`config.mk`:
```
export PLATFORM = sky130hd
export DESIGN_NAME = uart_rx_byte
export DESIGN_NICKNAME = d
export VERILOG_FILES = /design/src/rtl/uart_rx_byte.sv
export SDC_FILE = /design/constraint.sdc
export NUM_CORES = 1
export LEC_CHECK = 0
export CORE_MARGIN = 5
export CORE_UTILIZATION = 35
export DETAILED_ROUTE_END_ITERATION = 10
export GPL_ROUTABILITY_DRIVEN = 0
export HOLD_SLACK_MARGIN = 0.1
export PLACE_DENSITY = 0.51
export SLEW_MARGIN = 30
export SYNTH_ARGS = -nofsm -noshare
export SYNTH_HDL_FRONTEND = slang
export SYNTH_SLANG_ARGS = --single-unit
```
`constraint.sdc`:
```
create_clock -name clk -period 1.6 [get_ports clk]
set_input_delay 0.32 -clock clk [delete_from_list [all_inputs] [get_ports clk]]
set_output_delay 0.32 -clock clk [all_outputs]
set_load 0.005 [all_outputs]
```
`src/rtl/uart_rx_byte.sv`:
```
// 8N1 UART receiver: 3-flop synchroniser, bit-centre sampling, one-cycle rx_flag per good frame.
// Define UART_RX_PARITY_EN for 8E1 framing with an extra parity_err strobe.
`timescale 1ns/1ps

module uart_rx_byte #(
  parameter int BAUD_CNT_MAX = 5208,
  parameter int MID          = BAUD_CNT_MAX / 2
) (
  input  logic       clk,
  input  logic       rst_n,
  input  logic       rs232_rx,
  output logic [7:0] rx_data,
  output logic       rx_flag
`ifdef UART_RX_PARITY_EN
  ,
  output logic       parity_err
`endif
);

  localparam logic [12:0] CNT_LAST = 13'(BAUD_CNT_MAX - 1);
  localparam logic [12:0] CNT_MID  = 13'(MID);

  typedef enum logic [2:0] {
    WAIT_IDLE,
    IDLE,
    START,
    DATA,
`ifdef UART_RX_PARITY_EN
    PARITY,
`endif
    STOP
  } state_t;

  state_t      state;
  logic        r1, r2, r3;
  logic        rx_s, fall;
  logic [12:0] baud_cnt, baud_next;
  logic [2:0]  bit_cnt;
  logic [7:0]  sr;
  logic        at_mid;
`ifdef UART_RX_PARITY_EN
  logic        par_bit;
`endif

  always_ff @(posedge clk) begin
    if (!rst_n) begin
      r1 <= 1'b1;
      r2 <= 1'b1;
      r3 <= 1'b1;
    end else begin
      r1 <= rs232_rx;
      r2 <= r1;
      r3 <= r2;
    end
  end

  assign rx_s      = r2;
  assign fall      = r3 & ~r2;
  assign at_mid    = (baud_cnt == CNT_MID);
  assign baud_next = (baud_cnt == CNT_LAST) ? 13'd0 : baud_cnt + 13'd1;

  // The count keeps running from the start bit through data and stop so every
  // sample lands a whole number of bit times after the first bit centre.
  always_ff @(posedge clk) begin
    if (!rst_n) begin
      state    <= WAIT_IDLE;
      baud_cnt <= '0;
      bit_cnt  <= '0;
      sr       <= '0;
      rx_data  <= '0;
      rx_flag  <= 1'b0;
`ifdef UART_RX_PARITY_EN
      par_bit    <= 1'b0;
      parity_err <= 1'b0;
`endif
    end else begin
      rx_flag <= 1'b0;
`ifdef UART_RX_PARITY_EN
      parity_err <= 1'b0;
`endif
      case (state)
        WAIT_IDLE: begin
          if (!rx_s) begin
            baud_cnt <= '0;
          end else if (baud_cnt == CNT_LAST) begin
            state    <= IDLE;
            baud_cnt <= '0;
          end else begin
            baud_cnt <= baud_cnt + 13'd1;
          end
        end
        IDLE: begin
          baud_cnt <= '0;
          if (fall) begin
            // the edge-detect cycle itself is count 0 of the start bit
            state    <= START;
            baud_cnt <= 13'd1;
          end
        end
        START: begin
          baud_cnt <= baud_next;
          if (at_mid) begin
            if (!rx_s) begin
              state   <= DATA;
              bit_cnt <= '0;
            end else begin
              state    <= IDLE;
              baud_cnt <= '0;
            end
          end
        end
        DATA: begin
          baud_cnt <= baud_next;
          if (at_mid) begin
            sr      <= {rx_s, sr[7:1]};
            bit_cnt <= bit_cnt + 3'd1;
            if (bit_cnt == 3'd7) begin
`ifdef UART_RX_PARITY_EN
              state <= PARITY;
`else
              state <= STOP;
`endif
            end
          end
        end
`ifdef UART_RX_PARITY_EN
        PARITY: begin
          baud_cnt <= baud_next;
          if (at_mid) begin
            par_bit <= rx_s;
            state   <= STOP;
          end
        end
`endif
        STOP: begin
          baud_cnt <= baud_next;
          if (at_mid) begin
            baud_cnt <= '0;
            if (rx_s) begin
              state <= IDLE;
`ifdef UART_RX_PARITY_EN
              if (^{sr, par_bit}) begin
                parity_err <= 1'b1;
              end else begin
                rx_data <= sr;
                rx_flag <= 1'b1;
              end
`else
              rx_data <= sr;
              rx_flag <= 1'b1;
`endif
            end else begin
              state <= WAIT_IDLE;
            end
          end
        end
        default: begin
          state    <= WAIT_IDLE;
          baud_cnt <= '0;
        end
      endcase
    end
  end

endmodule

```
==> key figures, run 1 <==
Finish
  • Most frequent cells in the layout: dfxtp_1, nor2_1, mux2i_1, buf_4, clkdlybuf4s50_1
  • Number of diodes: 0
  • Final nets: 216
  • Share of cells above drive strength 1: 0.167
  • Non-Filler Instances: 280
  • Most common cell after layout, fill and taps aside: dfxtp_1
  • Synthesis-to-finish area growth: 22.0%

Floorplanning
  • Chip width: 81.6 um
  • Initial Util: 0.356
  • Standard cell core area: 5040 um2
  • IO Count: 12
  • Die area: 6660 um2
  • Die H: 81.6 um
  • Rows: 26

Power and ir drop
  • Leakage: 0.000925 uW
  • Power per cell area: 867 nW/um2
  • Pwr Total: 1900 uW
  • VDD IR max: 641 uV

STA
  • Fmax: 653 MHz
  • Fin Clk Skew: 0.00649 ns
  • Final period utilization: 0.957
  • Final setup TNS: 0 ns
  • RSZ-0062 raised after global routing: no
  • Fin Hold WS: 0.409 ns
  • Hold Violations, Final: 0
  • Slew @ Worst Pin: 0.353 ns
  • Final Max Tran Viols: 0
  • Setup Viol. Count Final: 0
  • Slew HR: 0.762
  • Minimum clock period: 1.53 ns

Route
  • DRT antenna net count: 0
  • Vias: 1339
  • Initial drt markers: 40
  • Via/cell ratio: 4.78
  • # DRC: 0
  • WL/cell: 12.4 um
  • TritonRoute pass-1 iters: 4
  • DRT Wirelength: 3.47 mm

Run
  • Maximum capacitance violations: 0

Yosys
  • Post-synthesis cell area: 1790 um2
  • Synth top area cells: dfxtp_1, mux2i_1, nor2_1
  • Yosys top cell area share: 0.435
  • Post-synth EDFFs: 0
  • Async set-reset flop share out of synthesis: 0
  • Cell taking the most area after synthesis: dfxtp_1
  • Syn. warnings: 0
  • Synth Register Bits: 39
  • Syn nets: 192
  • Post-synth cell types: 44
  • Mapped Cells: 185
  • Synth Flop Type: dfxtp_1
  • Seq/Total Area, Yosys: 0.435
  • Syn avg cell area: 9.70 um2

Worst setup path
  • Reg-to-reg endpoint: state[0]
  • Worst setup SP type: register
  • Worst-path cell chain: inv_1 -> ha_1 -> and4bb_4 -> nand3_4 -> buf_4 -> a21oi_1 -> mux2i_1
  • Crit-path max FO: 6
  • Crit path DAT: 1.76 ns
  • CP endpoint kind: register
  • CP endpoint: state[0]
  • Worst r2r src: baud_cnt[0]
  • Worst r2r path cells: 7
  • CP Class: register to register
  • Critical Path Start: baud_cnt[0]
  • Flop-to-flop setup slack: 0.07 ns
  • Slowest Stage Delay on Critical Path: 0.34 ns
  • Slowest CP cell: dfxtp_1
  • Critical Path RT: 1.83 ns

Run status
  • Status: finished clean

CTS
  • Root buf cell: clkbuf_8
  • Cts bufs inserted: 5
  • CTS tree: done
  • Clock buffer depth: 2
  • Setup Fix Bufs, Post-CTS: 0
  • Clk Latency, worst-skew pair: 0.29 ns
  • H-Tree Depth: 2
  • Post_cts resized: 1
  • Hold_buf cts: 0
  • Total clock sinks: 39
  • CTS clock-pin slew for the worst setup and hold paths: 0.08 ns

Global route
  • Vias in the first global route: 1378
  • Gr ovfl total: 0
  • Largest net degree at the start of global routing: 15
  • First-pass GRT wire length: 6.14 mm
  • GRT Overall Usage: 0.119
  • Initial antenna violation count: 0

Worst hold path
  • Worst hold-check path type: register to register
  • HP Start: r1

Place
  • Dpl cells: 272
  • Port buffer count: 11
  • DP HPWL: 2.59 mm
layout make-up:
cell class | count | area, um2
repair buffers | 24 | 220
well taps | 70 | 87.6
clock inverters | 3 | 47.5
multi-input cells | 130 | 948
flip-flops and latches | 39 | 782
fillers | 509 | 2850
inverters | 9 | 33.8
clock buffers | 5 | 68.8
synth_stat cells, types with 2 or more instances:
| library cell | n |
|---|---|
| a211oi_1 | 2 |
| a21oi_1 | 6 |
| and3_1 | 2 |
| and3b_1 | 2 |
| and4bb_4 | 3 |
| buf_6 | 2 |
| clkbuf_1 | 2 |
| dfxtp_1 | 39 |
| ha_1 | 4 |
| inv_1 | 9 |
| mux2i_1 | 17 |
| nand2_1 | 4 |
| nand2b_1 | 7 |
| nand3_1 | 7 |
| nand4_1 | 2 |
| nor2_1 | 31 |
| nor3_1 | 4 |
| nor3b_1 | 2 |
| o21ai_0 | 3 |
| o31ai_1 | 2 |
| or2_2 | 3 |
| xnor2_1 | 8 |
| xor2_1 | 3 |
worst max-delay path, delay by kind of cell, from the launching register on:
family / cells / cell delay (ns)
adders and majority gates: 1 / 0.14
muxes: 1 / 0.19
DFF: 1 / 0.34
buffers and inverters: 2 / 0.23
AOI/OAI and AO/OA: 1 / 0.19
and+or+nand+nor: 2 / 0.39
layer usage:
layer | wire length (um) | up-vias | track usage
met5 | 0 | - | 0
met4 | 42 | 0 | 0.0399
met3 | 96 | 4 | 0.0329
met2 | 1730 | 13 | 0.204
met1 | 1600 | 636 | 0.144
li1 | - | 686 | -
sequential cells by signal, indices dropped and copies added, names as in the netlist:
register / flops
sr: 8
r1: 1
state: 3
r2: 1
baud_cnt: 13
rx_flag: 1
rx_data: 8
bit_cnt: 3
r3: 1
cells by family after synthesis:
family          share of synthesized area
flops                               0.435
simple gates                        0.273
mux                                0.0948
compound gates                     0.0676
xor+xnor                           0.0537
buf+inv                            0.0474
fa+ha+maj                          0.0279
where the power goes:
part	internal, uW	switching (uW)
logic	34.0	34.9
clock network	472	365
registers	980	11.0
total	1490	411
metrics by stage:
step            util  cell area, um2  setup slack [ns]
2_1_floorplan      -            1790             0.118
5_1_grt        0.434            2190           0.00296
3_3_place_gp   0.407            2050            0.0188
6_report       0.434            2190            0.0686
4_1_cts        0.432            2180            0.0353
3_5_place_dp   0.407            2050           -0.0137
worst min-delay path by stage:
stage | depth (start not counted) | endpoint | slack (ns)
2_1_floorplan | 1 | r2 | 0.39
3_3_place_gp | 1 | r2 | 0.39
3_5_place_dp | 1 | r2 | 0.39
4_1_cts | 1 | r2 | 0.41
5_1_grt | 1 | r2 | 0.43
6_report | 1 | r2 | 0.41
No activity file was read; power rests on OpenSTA's default activity.
==> run 2, diff against run 1 <==
Settings changed: CORE_UTILIZATION 35 to 52, PLACE_DENSITY 0.51 to 0.71, SKIP_LAST_GASP set to 1.
==> key figures, run 2 (synthesized netlist as in run 1, its figures left out) <==
CTS
  • Clk Latency, worst-skew pair: 0.36 ns (was 0.29 ns)
  • Root buf cell: clkbuf_4 (was clkbuf_8)
  • CTS clock-pin slew for the worst setup and hold paths: 0.13 ns (was 0.08 ns)
  • Hold_buf cts: 0 (unchanged)
  • CTS tree: done (unchanged)
  • Clock buffer depth: 2 (unchanged)
  • Cts bufs inserted: 5 (unchanged)
  • H-Tree Depth: 2 (unchanged)
  • Total clock sinks: 39 (unchanged)

Finish
  • Number of diodes: 0 (unchanged)
  • Max reg flops: 13 (unchanged)
  • Share of cells above drive strength 1: 0.260 (was 0.167)
  • Fin area: 2240 um2 (was 2190 um2)
  • Most frequent cells in the layout: dfxtp_1, nor2_1, mux2i_1, buf_4, clkdlybuf4s50_1 (unchanged)
  • Biggest regs: baud_cnt: 13 flops, rx_data: 8 flops, sr: 8 flops (unchanged)
  • Final nets: 221 (was 216)
  • Synthesis-to-finish area growth: 25.0% (was 22.0%)
  • Register name with the most flops: baud_cnt (unchanged)
  • Non-Filler Instances: 261 (was 280)
  • Most common cell after layout, fill and taps aside: dfxtp_1 (unchanged)

Power and ir drop
  • Power per cell area: 716 nW/um2 (was 867 nW/um2)
  • Clock Power Share: 0.318 (was 0.442)
  • Internal: 1200 uW (was 1490 uW)
  • Pwr Total: 1610 uW (was 1900 uW)
  • VDD IR max: 555 uV (was 641 uV)
  • Sequential share of power: 0.618 (was 0.522)
  • Psw: 402 uW (was 411 uW)
  • Logic pwr share: 0.065 (was 0.036)
  • Sw frac: 0.251 (was 0.217)
  • Leakage: 0.000945 uW (was 0.000925 uW)

STA
  • Setup ws final: 0.00326 ns (was 0.0686 ns)
  • Minimum clock period: 1.60 ns (was 1.53 ns)
  • Final period utilization: 0.998 (was 0.957)
  • Slew @ Worst Pin: 0.380 ns (was 0.353 ns)
  • Hold Violations, Final: 0 (unchanged)
  • Fin Clk Skew: 0.0133 ns (was 0.00649 ns)
  • Final Max Tran Viols: 0 (unchanged)
  • Final setup TNS: 0 ns (unchanged)
  • RSZ-0062 raised after global routing: yes (was no)
  • Slew HR: 0.743 (was 0.762)
  • Setup Viol. Count Final: 0 (unchanged)
  • Fmax: 626 MHz (was 653 MHz)

Route
  • Vias: 1408 (was 1339)
  • Initial drt markers: 139 (was 40)
  • TritonRoute pass-1 iters: 4 (unchanged)
  • DRT Wirelength: 3.73 mm (was 3.47 mm)
  • Via/cell ratio: 5.39 (was 4.78)
  • DRT antenna net count: 0 (unchanged)
  • WL/cell: 14.3 um (was 12.4 um)
  • # DRC: 0 (unchanged)

Floorplanning
  • IO Count: 12 (unchanged)
  • Chip width: 68.7 um (was 81.6 um)
  • Die H: 68.7 um (was 81.6 um)
  • Die area: 4730 um2 (was 6660 um2)
  • Standard cell core area: 3340 um2 (was 5040 um2)
  • Initial Util: 0.538 (was 0.356)
  • Rows: 21 (was 26)

Worst setup path
  • CP endpoint kind: register (unchanged)
  • Crit path DAT: 1.87 ns (was 1.76 ns)
  • Slowest Stage Delay on Critical Path: 0.36 ns (was 0.34 ns)
  • Crit-path max FO: 5 (was 6)
  • Worst setup SP type: register (unchanged)
  • CP Class: register to register (unchanged)
  • Critical Path RT: 1.87 ns (was 1.83 ns)
  • Slowest CP cell: dfxtp_2 (was dfxtp_1)
  • Worst-path cell chain: inv_2 -> ha_4 -> and4bb_4 -> nand3_4 -> o2111ai_4 -> clkbuf_16 -> nor2_1 (was inv_1 -> ha_1 -> and4bb_4 -> nand3_4 -> buf_4 -> a21oi_1 -> mux2i_1)

Global route
  • Largest net degree at the start of global routing: 23 (was 15)
  • First-pass GRT wire length: 5.98 mm (was 6.14 mm)
  • Vias in the first global route: 1393 (was 1378)
  • GRT Overall Usage: 0.171 (was 0.119)
  • Initial antenna violation count: 0 (unchanged)
  • Gr ovfl total: 0 (unchanged)

Place
  • Dpl cells: 249 (was 272)
  • Pre-CTS setup slack: -0.0221 ns (was -0.0137 ns)
  • Port buffer count: 11 (unchanged)
  • DP HPWL: 2.54 mm (was 2.59 mm)
  • Post-DP Area: 2050 um2 (about the same)

Worst hold path
  • Worst hold-check path type: register to register (unchanged)

Run status
  • Status: finished clean (unchanged)

Run
  • Maximum capacitance violations: 0 (unchanged)
[run 2: stage by stage]
stage	util	hold slack, ns
finish	0.672	0.425
global route	0.672	0.450
CTS	0.635	0.430
detailed placement	0.615	0.398
global placement	0.615	0.399
floorplan	-	0.386
[run 2: per-layer routing]
| metal | up-vias | wire [um] | GRT usage |
|---|---|---|---|
| li1 | 702 | - | - |
| met5 | - | 0 | 0 |
| met3 | 7 | 149 | 0.0583 |
| met1 | 672 | 1680 | 0.199 |
| met4 | 0 | 82 | 0.0681 |
| met2 | 27 | 1810 | 0.288 |
[run 2: final cells by class]
cell class              instances  area [um2]
repair buffers                 29         300
clock buffers                   5        37.5
flip-flops and latches         39         793
clock inverters                 3        20.0
well taps                      46        57.6
fillers                       268        1090
inverters                       9        36.3
multi-input cells             130         998
[run 2: path summary, 6_finish.rpt]
kind,end,cells after the start,slack [ns],from
setup / recovery,baud_cnt[3],7,0.003,baud_cnt[1]
hold / removal,r2,1,0.42,r1
setup reg to reg,baud_cnt[3],7,0.003,baud_cnt[1]
hold reg to reg,r2,1,0.42,r1
[run 2: power groups by stage]
stage / clock, uW / sequential (uW) / combinational [uW]
floorplan: 0 / 1010 / 36.6
global placement: 0 / 1010 / 76.0
detailed placement: 0 / 1010 / 77.5
CTS: 517 / 989 / 77.9
global route: 556 / 994 / 112
finish: 510 / 992 / 104
[run 2: critical path: cells and delay by family (launching register included)]
| family | cells | cell delay [ns] |
|---|---|---|
| adder cells (fa/ha/maj) | 1 | 0.12 |
| flip-flops | 1 | 0.36 |
| AND/OR/NAND/NOR | 3 | 0.42 |
| buffers and inverters | 2 | 0.27 |
| AO/OA/AOI/OAI | 1 | 0.33 |
[run 2: what timing repair did]
| action | in CTS | in global routing |
|---|---|---|
| endpoints found under the setup margin | 6 | 27 |
| setup buffers | 0 | 3 |
| pin swaps | 0 | 5 |
| cloned | 0 | 1 |
| resized for setup | 1 | 25 |
